===== src/rtl/vlg_gray_decoder.sv =====
// rtl/vlg_gray_decoder.sv - Gray-to-binary decoder with single-bit-step checking
// Two-stage pipeline: stage 1 captures the code and step verdict, stage 2 decodes.
module vlg_gray_decoder #(
  parameter int MSB   = 7,
  parameter int CNT_W = 8
) (
  input  logic             i_clk,
  input  logic             i_rst_n,
  input  logic             i_en,
  input  logic [MSB:0]     i_gray,
  input  logic             i_clr,
  output logic             o_vld,
  output logic [MSB:0]     o_data,
  output logic             o_step_err,
  output logic [CNT_W-1:0] o_err_cnt
);

  localparam logic [MSB:0]     ONE     = {{MSB{1'b0}}, 1'b1};
  localparam logic [CNT_W-1:0] CNT_ONE = {{(CNT_W-1){1'b0}}, 1'b1};
  localparam logic [CNT_W-1:0] CNT_MAX = '1;

  logic             r_v1;
  logic [MSB:0]     r_g1;
  logic             r_e1;
  logic [MSB:0]     r_last_gray;
  logic             r_have_prev;
  logic             r_vld;
  logic [MSB:0]     r_data;
  logic             r_step_err;
  logic [CNT_W-1:0] r_err_cnt;

  logic [MSB:0]     w_diff;
  logic             w_one_hot;
  logic             w_e1;
  logic [MSB:0]     w_bin;

  // Exactly one bit set <=> nonzero and clearing the lowest set bit leaves zero.
  assign w_diff    = i_gray ^ r_last_gray;
  assign w_one_hot = (w_diff != '0) && ((w_diff & (w_diff - ONE)) == '0);
  assign w_e1      = r_have_prev && !i_clr && !w_one_hot;

  // Each binary bit is the XOR of all Gray bits at or above it.
  always_comb begin
    w_bin = '0;
    for (int i = 0; i <= MSB; i++) begin
      w_bin[i] = ^(r_g1 >> i);
    end
  end

  always_ff @(posedge i_clk or negedge i_rst_n) begin
    if (!i_rst_n) begin
      r_v1        <= 1'b0;
      r_g1        <= '0;
      r_e1        <= 1'b0;
      r_last_gray <= '0;
      r_have_prev <= 1'b0;
    end else begin
      r_v1 <= i_en;
      if (i_en) begin
        r_g1        <= i_gray;
        r_e1        <= w_e1;
        r_last_gray <= i_gray;
        r_have_prev <= 1'b1;
      end else if (i_clr) begin
        r_have_prev <= 1'b0;
      end
    end
  end

  always_ff @(posedge i_clk or negedge i_rst_n) begin
    if (!i_rst_n) begin
      r_vld      <= 1'b0;
      r_data     <= '0;
      r_step_err <= 1'b0;
    end else begin
      r_vld <= r_v1;
      if (r_v1) begin
        r_data     <= w_bin;
        r_step_err <= r_e1;
      end else begin
        r_step_err <= 1'b0;
      end
    end
  end

  // Clear takes priority over an error being counted on the same edge.
  always_ff @(posedge i_clk or negedge i_rst_n) begin
    if (!i_rst_n) begin
      r_err_cnt <= '0;
    end else if (i_clr) begin
      r_err_cnt <= '0;
    end else if (r_vld && r_step_err && (r_err_cnt != CNT_MAX)) begin
      r_err_cnt <= r_err_cnt + CNT_ONE;
    end
  end

  assign o_vld      = r_vld;
  assign o_data     = r_data;
  assign o_step_err = r_step_err;
  assign o_err_cnt  = r_err_cnt;

endmodule


===== config.mk =====
export PLATFORM = sky130hd
export DESIGN_NAME = vlg_gray_decoder
export DESIGN_NICKNAME = d
export VERILOG_FILES = /design/src/rtl/vlg_gray_decoder.sv
export SDC_FILE = /design/constraint.sdc
export NUM_CORES = 1
export LEC_CHECK = 0
export CAP_MARGIN = 20
export CORE_ASPECT_RATIO = 1.1
export CORE_MARGIN = 8
export CORE_UTILIZATION = 35
export DETAILED_ROUTE_END_ITERATION = 8
export HOLD_SLACK_MARGIN = 0.03
export PLACE_DENSITY = 0.6
export SYNTH_ARGS = -nofsm -noshare
export SYNTH_HDL_FRONTEND = slang
export SYNTH_SLANG_ARGS = --single-unit

===== constraint.sdc =====
create_clock -name i_clk -period 1.8 [get_ports i_clk]
set_input_delay 0.18 -clock i_clk [delete_from_list [all_inputs] [get_ports i_clk]]
set_output_delay 0.18 -clock i_clk [all_outputs]
set_load 0.005 [all_outputs]

# Word level (Yosys, flattened, before mapping)
# Index checks and enable logic that the tools add are counted.
# classes
n_eq_ne	1
mux	5
add_sub_neg	2
reduce_logical	19
n_bitwise	2
# ops
op	n
parity 8 bit	8
2-to-1 mux 8 bit	2
adder 8 x 1 -> 8 bit, second input constant	1
bitwise AND 8 bit	1
zero test 8 bit	1
!= test 8 bit, second input constant	1
nonzero test 8 bit	1
subtractor 8 x 1 -> 8 bit, second input constant	1
XOR 8 bit	1
logical AND 1 bit	5
nonzero test 2 bit	2
2-to-1 mux 1 bit	3
zero test 1 bit	2
# totals
in_bits	12
out_inout_bits	18
elab_cells	37
register_bits	29

# Logic depth before layout (Yosys ltp)
# Gate-level depths: netlist of run 1.
# depth
depth_word	7
depth_mapped	6
depth_no_buf	6

# Least setup slack after synthesis of run 1
# No wires, ideal clock.
# synth_timing
path_type	flip-flop to flip-flop
start	reg r_last_gray[7] (netlist name)
end	reg r_data[1] (netlist: o_data[1])
slack_ns	-0.055
synth_period_minus_slack_ns	1.855
required_ns	1.675
setup_time_ns	0.125
path_stages_with_launch	5
path_buffers	0
arrival_time_ns	1.730
path_cell_list	dfrtp_1 xor3_2 xnor2_4 xor3_2 mux2_4
# synth_lines
item	line_no	text
end signal, assigned	78	r_data <= w_bin;
end, declared	28	logic [MSB:0] r_data;

==> key figures, run 1 <==
Status
  – Status: completed

STA
  – Clock Skews: 0.00315 ns
  – Final worst-path cycle share: 95.8%
  – Final Hold Viols: 0
  – Min cycle time layout: 1.72 ns
  – Setup TNS: 0 ns
  – RSZ-0062 raised after global routing: false
  – Worst rel slew slack: 61.6%
  – Fmax: 0.580 GHz
  – Slew @ Worst Pin: 0.574 ns
  – Worst setup margin: 0.0761 ns
  – Final setup viols: 0
  – Pins Over Slew Limit: 0

Pwr
  – Internal: 1.56 mW
  – Leakage Power: 0.793 nW
  – Total power: 2.07 mW
  – Maximum VDD drop: 535 uV
  – Clock group share of total power: 33.5%
  – Sw Share: 24.7%
  – Pwr/cell area: 1070 nW/um^2
  – P_sw: 0.511 mW
  – Combinational share of power: 27.2%
  – Register share of total power: 39.3%

Final layout
  – Fin nets: 170
  – Area grow syn2layout: 33.8%
  – Layout cell share with drive strength beyond 1: 18.4%
  – Fin util: 49.0%
  – Antenna diodes: 0
  – Final non-filler cell total: 210

Clock network
  – Clock Latency Late Sink: 0.28 ns
  – Clk pin slew, worst setup/hold paths: 0.06 ns
  – Clock tree buffer depth: 2
  – Clock Tree Root: clkbuf_8
  – Setup Fix Bufs, Post-CTS: 0
  – # hold bufs at CTS: 0
  – CTS Buf Count: 5
  – Post-cts sizing count: 0
  – Sinks on Clock Net: 29
  – H-tree levels: 2
  – CTS tree: yes

GRT
  – Vias in the first global route: 1061
  – Initial antenna violation count: 0
  – First-pass GRT wire length: 5110 microns
  – Total congestion overflow: 0
  – GRT Total Usage: 9.90%
  – Largest net degree at the start of global routing: 30

Yosys
  – Syn_nets: 133
  – #FFs+latches synth: 29
  – Post-synth EDFFs: 0
  – Netlist Area Pre-Place: 1450 sq um
  – Post-synthesis sequential area ratio: 50.0%
  – Post-synthesis async set-or-reset flop share: 100%
  – Ys flop type: dfrtp_1
  – Mapped Cells: 120
  – Synth warnings: 0
  – Synth unique cells: 33
  – Post-Syn Area per Cell: 12.1 sq um

Placement
  – PortBufs: 29
  – HPWL Detailed: 2270 microns
  – # placed instances: 202
  – Routability cong.: 0.768
  – Worst slack, placed: 0.00638 ns

Run
  – Max cap viols: 0

Critical path
  – CP Capture Type: flop
  – Worst setup path start: r_last_gray[7]$_DFFE_PN0P_
  – Data arrival time of the worst path: 1.89 ns
  – Critical path launch point type: flop
  – Reg-to-Reg Start: r_last_gray[7]$_DFFE_PN0P_
  – Max FO, Critical Path: 2
  – Reg2reg setup slack: 0.08 ns
  – Critical Path RT: 1.97 ns
  – Setup CP Type: reg -> reg

Die
  – Site Rows: 24
  – Die W: 77.4 microns
  – Die height: 83.5 microns
  – Core box area: 3960 sq um
  – I/O pin count: 30
  – Area of the die: 6470 sq um
  – Initial Util: 36.6%

Routing
  – Wire per inst: 14.2 microns
  – Final wirelength: 2990 microns
  – DRC: 0
  – Post-DRT Antenna Nets: 0
  – Via density: 4.79
  – DRT Pass-1 Iters: 4
  – Initial DRC count: 26
  – Vias post-DR: 1006

Min path
  – Min-delay worst type: in -> async
==> per-layer routing <==
layer / global-route usage [%] / vias up / share of wire, %
met1: 11.0 / 482 / 43
met5: 0 / - / 0
met2: 15.7 / 25 / 49
met3: 4.53 / 5 / 6.3
met4: 4.64 / 0 / 1.7
li1: - / 494 / -
==> path summary, 6_finish.rpt <==
path,endpoint,cells past startpoint
max,o_data[1]$_DFFE_PN0P_,4
min,o_data[1]$_DFFE_PN0P_,2
max reg2reg,o_data[1]$_DFFE_PN0P_,4
min reg2reg,r_have_prev$_DFFE_PN0P_,1
max in group asynchronous,o_data[2]$_DFFE_PN0P_,2
min in group i_clk,r_have_prev$_DFFE_PN0P_,1
==> cells in the mapped netlist (all sizes together), types with 2 or more instances <==
cell    instances  area, sq um
xor3            2         50.1
and3            2         12.5
clkbuf          2         7.51
nor2           12         45.0
a21oi           6         30.0
dfrtp          29          726
nand2           6         22.5
xnor2          15          150
nand3           2         10.0
a311oi          2         17.5
nor4b           2         17.5
xor2            7         61.3
mux2           14          161
nor2b           2         12.5
==> stage by stage <==
step,instance area (sq um),hold slack [ns]
floorplan,1450,-0.116
global placement,1830,0.467
detailed placement,1830,0.473
CTS,1940,0.302
global route,1940,0.322
finish,1940,0.291
==> state kept, by name, indices dropped and copies added, names as in the netlist <==
signal / flops
o_data: 8
o_err_cnt: 8
o_step_err: 1
o_vld: 1
r_e1: 1
r_have_prev: 1
r_last_gray: 8
r_v1: 1
==> kinds of logic (layout without fill, tap and decap cells) <==
kind of cell,after synthesis,in the layout,share of synthesized area [%]
AO/OA/AOI/OAI,15,15,6.90
adder cells (fa/ha/maj),1,1,0.862
AND/OR/NAND/NOR,32,32,11.4
buffers and inverters,4,42,1.03
multiplexers,15,15,11.8
XOR/XNOR,24,24,18.0
flip-flops,29,29,50.0
==> power groups by stage <==
stage | Clock (mW) | Combinational [mW] | Sequential [mW]
finish | 0.694 | 0.562 | 0.813
global placement | 0 | 0.559 | 0.824
detailed placement | 0 | 0.573 | 0.825
CTS | 0.711 | 0.578 | 0.813
global route | 0.745 | 0.616 | 0.825
floorplan | 0 | 0.303 | 0.824
==> cell type report <==
cell class | instances | area, sq um
Fill cell | 387 | 2020
Clock buffer | 7 | 86.3
Sequential cell | 29 | 726
Clock inverter | 1 | 30.0
Multi-Input combinational cell | 87 | 711
Tap cell | 52 | 65.1
Inverter | 1 | 3.75
Timing Repair Buffer | 33 | 320
==> worst max-delay path: stages, from the launching register on <==
cell	delay (ns)
dfrtp_1	0.41
xor3_2	0.46
xnor2_4	0.19
xor3_2	0.29
mux2_4	0.27
==> layout by cell type (no fill, tap or decap), types with 4 or more instances in the layout <==
cell	n
a21oi_1	6
xor2_1	7
buf_4	4
xnor2_1	14
clkbuf_8	6
dfrtp_1	29
mux2_2	13
nand2_1	6
nor2_1	12
clkdlybuf4s50_1	29
Note: power is estimated with default switching activity, not from simulation.
==> run 2: changes to the inputs <==
--- a/config.mk
+++ b/config.mk
@@ -5,13 +5,14 @@
 export SDC_FILE = /design/constraint.sdc
 export NUM_CORES = 1
 export LEC_CHECK = 0
+export ABC_AREA = 1
 export CAP_MARGIN = 20
 export CORE_ASPECT_RATIO = 1.1
 export CORE_MARGIN = 8
-export CORE_UTILIZATION = 35
+export CORE_UTILIZATION = 46
 export DETAILED_ROUTE_END_ITERATION = 8
 export HOLD_SLACK_MARGIN = 0.03
-export PLACE_DENSITY = 0.6
+export PLACE_DENSITY = 0.75
 export SYNTH_ARGS = -nofsm -noshare
 export SYNTH_HDL_FRONTEND = slang
 export SYNTH_SLANG_ARGS = --single-unit
==> key figures, run 2 <==
STA
  – Final worst-path cycle share: 83.9% (was 95.8%)
  – Slew @ Worst Pin: 0.365 ns (was 0.574 ns)
  – Final setup viols: 0 (unchanged)
  – Pins Over Slew Limit: 0 (unchanged)
  – Final Hold Viols: 0 (unchanged)
  – Clock Skews: 0.00785 ns (was 0.00315 ns)
  – Worst rel slew slack: 75.6% (was 61.6%)
  – Worst setup margin: 0.290 ns (was 0.0761 ns)
  – RSZ-0062 raised after global routing: false (unchanged)
  – Min cycle time layout: 1.51 ns (was 1.72 ns)
  – Fmax: 0.662 GHz (was 0.580 GHz)
  – Setup TNS: 0 ns (unchanged)
  – Hold slack final: 0.223 ns (was 0.291 ns)

Clock network
  – CTS Buf Count: 5 (unchanged)
  – Clock Tree Root: clkbuf_4 (was clkbuf_8)
  – H-tree levels: 2 (unchanged)
  – Clk pin slew, worst setup/hold paths: 0.10 ns (was 0.06 ns)
  – Sinks on Clock Net: 29 (unchanged)
  – Clock tree buffer depth: 2 (unchanged)
  – Clock Latency Late Sink: 0.32 ns (was 0.28 ns)
  – Setup Fix Bufs, Post-CTS: 0 (unchanged)
  – CTS tree: yes (unchanged)

Pwr
  – Register share of total power: 48.5% (was 39.3%)
  – Maximum VDD drop: 340 uV (was 535 uV)
  – Internal: 1.15 mW (was 1.56 mW)
  – Clock group share of total power: 22.4% (was 33.5%)
  – Sw Share: 30.8% (was 24.7%)
  – Pwr/cell area: 819 nW/um^2 (was 1070 nW/um^2)
  – Combinational share of power: 29.1% (was 27.2%)
  – Total power: 1.66 mW (was 2.07 mW)
  – Leakage Power: 1.01 nW (was 0.793 nW)
  – P_sw: 0.510 mW (was 0.511 mW)

Final layout
  – Final non-filler cell total: 304 (was 210)
  – Commonest cells after routing, fill and taps aside: 86 x nand2_1, 29 x clkdlybuf4s50_1, 29 x dfrtp_1 (was 29 x clkdlybuf4s50_1, 29 x dfrtp_1, 14 x xnor2_1)
  – Final Instance Area: 2020 sq um (was 1940 sq um)
  – Commonest non-fill, non-tap cell in the layout: nand2_1
  – Fin util: 60.2% (was 49.0%)
  – Antenna diodes: 0 (unchanged)
  – Fillers: 334 (was 387)
  – Fin nets: 268 (was 170)
  – Area grow syn2layout: 25.3% (was 33.8%)
  – Layout cell share with drive strength beyond 1: 7.03% (was 18.4%)

Die
  – Site Rows: 22 (was 24)
  – Initial Util: 48.1% (was 36.6%)
  – Die height: 78.2 microns (was 83.5 microns)
  – Die W: 72.5 microns (was 77.4 microns)
  – I/O pin count: 30 (unchanged)
  – Area of the die: 5670 sq um (was 6470 sq um)
  – Core box area: 3360 sq um (was 3960 sq um)

Yosys
  – Syn_nets: 232 (was 133)
  – Post-synth EDFFs: 0 (unchanged)
  – Mapped Cells: 219 (was 120)
  – Top cell type's share of synthesized area: 44.9% (was 50.0%)
  – Netlist Area Pre-Place: 1620 sq um (was 1450 sq um)
  – Post-synthesis sequential area ratio: 44.9% (was 50.0%)
  – Top post-synthesis cells by area: dfrtp_1 45%, nand2_1 20%, inv_1 6.3% (was dfrtp_1 50%, mux2_2 10%, xnor2_1 8.4%)
  – Synth area leader: dfrtp_1 (unchanged)
  – Most instantiated library cell after synthesis: nand2_1 (was dfrtp_1)
  – Post-Syn Area per Cell: 7.38 sq um (was 12.1 sq um)
  – #FFs+latches synth: 29 (unchanged)
  – Synth warnings: 0 (unchanged)
  – Post-synthesis async set-or-reset flop share: 100% (unchanged)
  – Synth unique cells: 19 (was 33)
  – Ys flop type: dfrtp_1 (unchanged)
  – Synth cell count leaders: 87 x nand2_1, 29 x dfrtp_1, 27 x inv_1 (was 29 x dfrtp_1, 14 x xnor2_1, 13 x mux2_2)

Placement
  – PortBufs: 29 (unchanged)
  – Worst slack, placed: 0.143 ns (was 0.00638 ns)
  – Routability cong.: 0.867 (was 0.768)
  – # placed instances: 296 (was 202)
  – Area after DPL: 1970 sq um (was 1830 sq um)
  – HPWL Detailed: 2510 microns (was 2270 microns)

GRT
  – Total congestion overflow: 0 (unchanged)
  – Vias in the first global route: 1333 (was 1061)
  – GRT Total Usage: 12.2% (was 9.90%)
  – Initial antenna violation count: 0 (unchanged)
  – First-pass GRT wire length: 5620 microns (was 5110 microns)
  – Largest net degree at the start of global routing: 30 (unchanged)

Critical path
  – Critical Path RT: 2.01 ns (was 1.97 ns)
  – CP Capture Type: flop (unchanged)
  – Critical path launch point type: flop (unchanged)
  – Setup CP Type: reg -> reg (unchanged)
  – Max FO, Critical Path: 11 (was 2)
  – Data arrival time of the worst path: 1.72 ns (was 1.89 ns)

Routing
  – DRT Pass-1 Iters: 4 (unchanged)
  – Final wirelength: 3170 microns (was 2990 microns)
  – Via density: 4.59 (was 4.79)
  – Post-DRT Antenna Nets: 0 (unchanged)
  – Vias post-DR: 1396 (was 1006)
  – Initial DRC count: 77 (was 26)
  – DRC: 0 (unchanged)
  – Wire per inst: 10.4 microns (was 14.2 microns)

Min path
  – Min-delay worst type: in -> async (unchanged)

Status
  – Status: completed (unchanged)

Run
  – Max cap viols: 0 (unchanged)
-- run 2: logic make-up after synthesis --
kind of cell,after synthesis,synth area share (%)
AND/OR/NAND/NOR,117,28.6
buffers and inverters,31,7.67
flip-flops,29,44.9
AO/OA/AOI/OAI,24,7.44
XOR/XNOR,17,10.6
adder cells (fa/ha/maj),1,0.774
-- run 2: worst paths after layout --
path	slack, ns	cells past startpoint	endpoint	startpoint
setup / recovery	0.29	8	o_err_cnt[2]$_DFFE_PN0P_	o_err_cnt[1]$_DFFE_PN0P_
hold / removal	0.22	2	r_last_gray[0]$_DFFE_PN0P_	i_rst_n
setup reg to reg	0.29	8	o_err_cnt[2]$_DFFE_PN0P_	o_err_cnt[1]$_DFFE_PN0P_
hold reg to reg	0.49	2	o_step_err$_DFF_PN0_	r_e1$_DFFE_PN0P_
max in group asynchronous	1.29	2	o_err_cnt[2]$_DFFE_PN0P_	i_rst_n
min in group i_clk	0.46	3	r_last_gray[7]$_DFFE_PN0P_	i_gray[7]
-- run 2: cell type report --
class / instances / area [sq um] / area share [%]
multi-input combinational: 159 / 768 / 38.0
sequential: 29 / 726 / 35.9
timing repair buffer: 32 / 313 / 15.5
inverter: 28 / 105 / 5.19
tap: 48 / 60.1 / 2.97
clock buffer: 6 / 41.3 / 2.04
clock inverter: 2 / 10.0 / 0.495
-- run 2: what timing repair did --
action / CTS / global route
endpoints found under the setup margin: 0 / 6
hold buffers: 0 / 0
endpoints found under the hold margin: 0 / 0
resized for setup: 0 / 2
-- run 2: worst max-delay path, cell delays in order (launching register included) --
cell and delay [ns]:
dfrtp_1 0.39, ha_1 0.19, nand2_1 0.10, nor3_2 0.19, nand2_1 0.07, nand3_1 0.10, nand2_2 0.15, a21oi_1 0.17
nor2_1 0.05
-- run 2: layer usage --
metal,vias up,part of all wire [%],GRT usage (%)
met1,625,46,13.8
li1,739,-,-
met4,0,1.2,4.21
met2,27,47,20.7
met5,-,0,0
met3,5,5.4,4.19
-- run 2: power groups by stage --
stage | Sequential [mW] | Combinational [mW] | Clock [mW]
5_1_grt | 0.817 | 0.542 | 0.409
4_1_cts | 0.805 | 0.492 | 0.385
3_3_place_gp | 0.815 | 0.484 | 0
2_1_floorplan | 0.812 | 0.263 | 0
6_report | 0.804 | 0.482 | 0.371
3_5_place_dp | 0.818 | 0.490 | 0
==> run 3: changes to the inputs <==
--- a/config.mk
+++ b/config.mk
@@ -9,10 +9,10 @@
 export CAP_MARGIN = 20
 export CORE_ASPECT_RATIO = 1.1
 export CORE_MARGIN = 8
-export CORE_UTILIZATION = 46
+export CORE_UTILIZATION = 51
 export DETAILED_ROUTE_END_ITERATION = 8
 export HOLD_SLACK_MARGIN = 0.03
-export PLACE_DENSITY = 0.75
+export PLACE_DENSITY = 0.78
 export SYNTH_ARGS = -nofsm -noshare
 export SYNTH_HDL_FRONTEND = slang
 export SYNTH_SLANG_ARGS = --single-unit
==> constraint.sdc (replaced) <==
create_clock -name i_clk -period 1.4 [get_ports i_clk]
set_input_delay 0.14 -clock i_clk [delete_from_list [all_inputs] [get_ports i_clk]]
set_output_delay 0.14 -clock i_clk [all_outputs]
set_load 0.005 [all_outputs]
==> key figures, run 3 (synthesis results as in run 2) <==
Status
  – Status: finished with violations (was completed)
  – Failing checks: negative setup slack

Critical path
  – Reg-to-Reg Start: o_err_cnt[1]$_DFFE_PN0P_ (unchanged)
  – Critical Path RT: 1.61 ns (was 2.01 ns)
  – Slowest Stage Delay on Critical Path: 0.36 ns (was 0.39 ns)
  – Reg2reg setup slack: -0.13 ns (was 0.29 ns)
  – Crit Reg-Reg Endpoint: o_err_cnt[0]$_DFFE_PN0P_ (was o_err_cnt[2]$_DFFE_PN0P_)
  – Setup CP Type: reg -> reg (unchanged)
  – Critical path launch point type: flop (unchanged)
  – Critical-path top delay cell: dfrtp_1 (unchanged)
  – CP Capture Type: flop (unchanged)
  – Crit-path cells: ha_2, nand2_4, nor3_4, nand2_2, nand3_4, nand2_4, buf_6, nand3_2, o21ai_1 (was ha_1, nand2_1, nor3_2, nand2_1, nand3_1, nand2_2, a21oi_1, nor2_1)
  – Max FO, Critical Path: 5 (was 11)
  – Data arrival time of the worst path: 1.75 ns (was 1.72 ns)
  – Top cell by count, worst path: nand2_4 (was nand2_1)
  – Worst setup path start: o_err_cnt[1]$_DFFE_PN0P_ (unchanged)
  – R2R cell count: 9 (was 8)

Clock network
  – Clock tree buffer depth: 2 (unchanged)
  – Clock Latency Late Sink: 0.33 ns (was 0.32 ns)
  – Sinks on Clock Net: 29 (unchanged)
  – H-tree levels: 2 (unchanged)
  – Clock Tree Root: clkbuf_4 (unchanged)
  – Clk pin slew, worst setup/hold paths: 0.10 ns (about the same)
  – CTS tree: yes (unchanged)
  – CTS Buf Count: 5 (unchanged)

Final layout
  – Area grow syn2layout: 58.1% (was 25.3%)
  – Layout cell share with drive strength beyond 1: 34.1% (was 7.03%)
  – Antenna diodes: 0 (unchanged)
  – Fin nets: 305 (was 268)
  – Fillers: 167 (was 334)
  – Commonest non-fill, non-tap cell in the layout: nand2_1 (unchanged)
  – Fin util: 83.8% (was 60.2%)
  – Final Instance Area: 2550 sq um (was 2020 sq um)
  – Commonest cells after routing, fill and taps aside: 67 x nand2_1, 35 x buf_4, 25 x dfrtp_1 (was 86 x nand2_1, 29 x clkdlybuf4s50_1, 29 x dfrtp_1)
  – Final non-filler cell total: 327 (was 304)

Placement
  – PortBufs: 29 (unchanged)
  – Area after DPL: 2100 sq um (was 1970 sq um)
  – HPWL Detailed: 2590 microns (was 2510 microns)
  – # placed instances: 302 (was 296)
  – Routability cong.: 0.926 (was 0.867)
  – Worst slack, placed: -0.131 ns (was 0.143 ns)

Die
  – Core box area: 3050 sq um (was 3360 sq um)
  – Site Rows: 21 (was 22)
  – Die W: 69.7 microns (was 72.5 microns)
  – Area of the die: 5230 sq um (was 5670 sq um)
  – I/O pin count: 30 (unchanged)
  – Die height: 75.0 microns (was 78.2 microns)
  – Initial Util: 53.0% (was 48.1%)

STA
  – Final Hold Viols: 0 (unchanged)
  – Final worst-path cycle share: 109% (was 83.9%)
  – Fmax: 0.653 GHz (was 0.662 GHz)
  – Pins Over Slew Limit: 0 (unchanged)
  – Worst setup margin: -0.132 ns (was 0.290 ns)
  – Min cycle time layout: 1.53 ns (was 1.51 ns)
  – RSZ-0062 raised after global routing: true (was false)
  – Slew @ Worst Pin: 0.375 ns (was 0.365 ns)
  – Clock Skews: 0.0132 ns (was 0.00785 ns)
  – Final setup viols: 12 (was 0)
  – Hold slack final: 0.174 ns (was 0.223 ns)
  – Worst rel slew slack: 75.0% (was 75.6%)

Run
  – Max cap viols: 0 (unchanged)

Pwr
  – Leakage Power: 1.31 nW (was 1.01 nW)
  – Maximum VDD drop: 1050 uV (was 340 uV)
  – Pwr/cell area: 1040 nW/um^2 (was 819 nW/um^2)

Routing
  – Wire per inst: 14.5 microns (was 10.4 microns)
  – Vias post-DR: 1658 (was 1396)
  – Final wirelength: 4750 microns (was 3170 microns)
  – Initial DRC count: 147 (was 77)
  – Post-DRT Antenna Nets: 0 (unchanged)
  – DRT Pass-1 Iters: 4 (unchanged)
  – Via density: 5.07 (was 4.59)
  – DRC: 0 (unchanged)

GRT
  – Vias in the first global route: 1387 (was 1333)
  – GRT Total Usage: 14.4% (was 12.2%)
  – Initial antenna violation count: 0 (unchanged)
  – First-pass GRT wire length: 6130 microns (was 5620 microns)
  – Largest net degree at the start of global routing: 30 (unchanged)
  – Total congestion overflow: 0 (unchanged)

Min path
  – Min-delay worst type: in -> async (unchanged)
run 3: final cells by class:
class / instances / area [sq um] / share of cell area [%]
clock inverters: 1 / 30.0 / 1.18
well taps: 34 / 42.5 / 1.67
multi-input cells: 159 / 975 / 38.2
repair buffers: 69 / 609 / 23.9
inverters: 28 / 111 / 4.36
clock buffers: 7 / 55.1 / 2.16
flip-flops and latches: 29 / 731 / 28.6
run 3: per-stage QoR:
stage / power [mW] / TNS, ns
final: 2.67 / -0.964
after global routing: 2.81 / -1.98
after CTS: 2.46 / -0.222
after detailed placement: 1.74 / -0.587
after global placement: 1.72 / -0.418
after floorplan: 1.38 / 0
run 3: what timing repair did:
| action | CTS | global route |
|---|---|---|
| gates resized for setup | 15 | 57 |
| buffers inserted | 4 | 14 |
| endpoints found under the setup margin | 16 | 15 |
| pin swaps | 6 | 23 |
| hold buffers | 0 | 0 |
| endpoints found under the hold margin | 0 | 0 |
run 3: worst max path at each step:
stage	slack, ns	to	depth (start not counted)
6_report	-0.13	o_err_cnt[0]$_DFFE_PN0P_	9
5_1_grt	-0.21	o_err_cnt[0]$_DFFE_PN0P_	9
4_1_cts	-0.05	o_err_cnt[0]$_DFFE_PN0P_	9
3_5_place_dp	-0.13	r_e1$_DFFE_PN0P_	12
3_3_place_gp	-0.10	r_e1$_DFFE_PN0P_	13
2_1_floorplan	0.007	o_err_cnt[2]$_DFFE_PN0P_	9
run 3: layer usage:
| layer | share of wire, % | wire, microns | global-route usage [%] |
|---|---|---|---|
| met1 | 38 | 1800 | 17.1 |
| met2 | 53 | 2530 | 23.7 |
| met3 | 5.9 | 281 | 5.67 |
| met4 | 2.9 | 136 | 4.69 |
| met5 | 0 | 0 | 0 |
run 3: worst max-delay path, delay by kind of cell, from the launching register on:
kind | cells | cell delay [ns]
flops | 1 | 0.36
buf+inv | 1 | 0.14
simple gates | 6 | 0.63
compound gates | 1 | 0.07
fa+ha+maj | 1 | 0.22
run 3: power by group:
| group | switching [mW] | leakage [nW] | total, mW | internal (mW) |
|---|---|---|---|---|
| logic | 0.424 | 0.904 | 0.915 | 0.491 |
| registers | 0.0814 | 0.360 | 1.03 | 0.949 |
| clock network | 0.296 | 0.0455 | 0.722 | 0.426 |
| total | 0.801 | 1.31 | 2.67 | 1.87 |
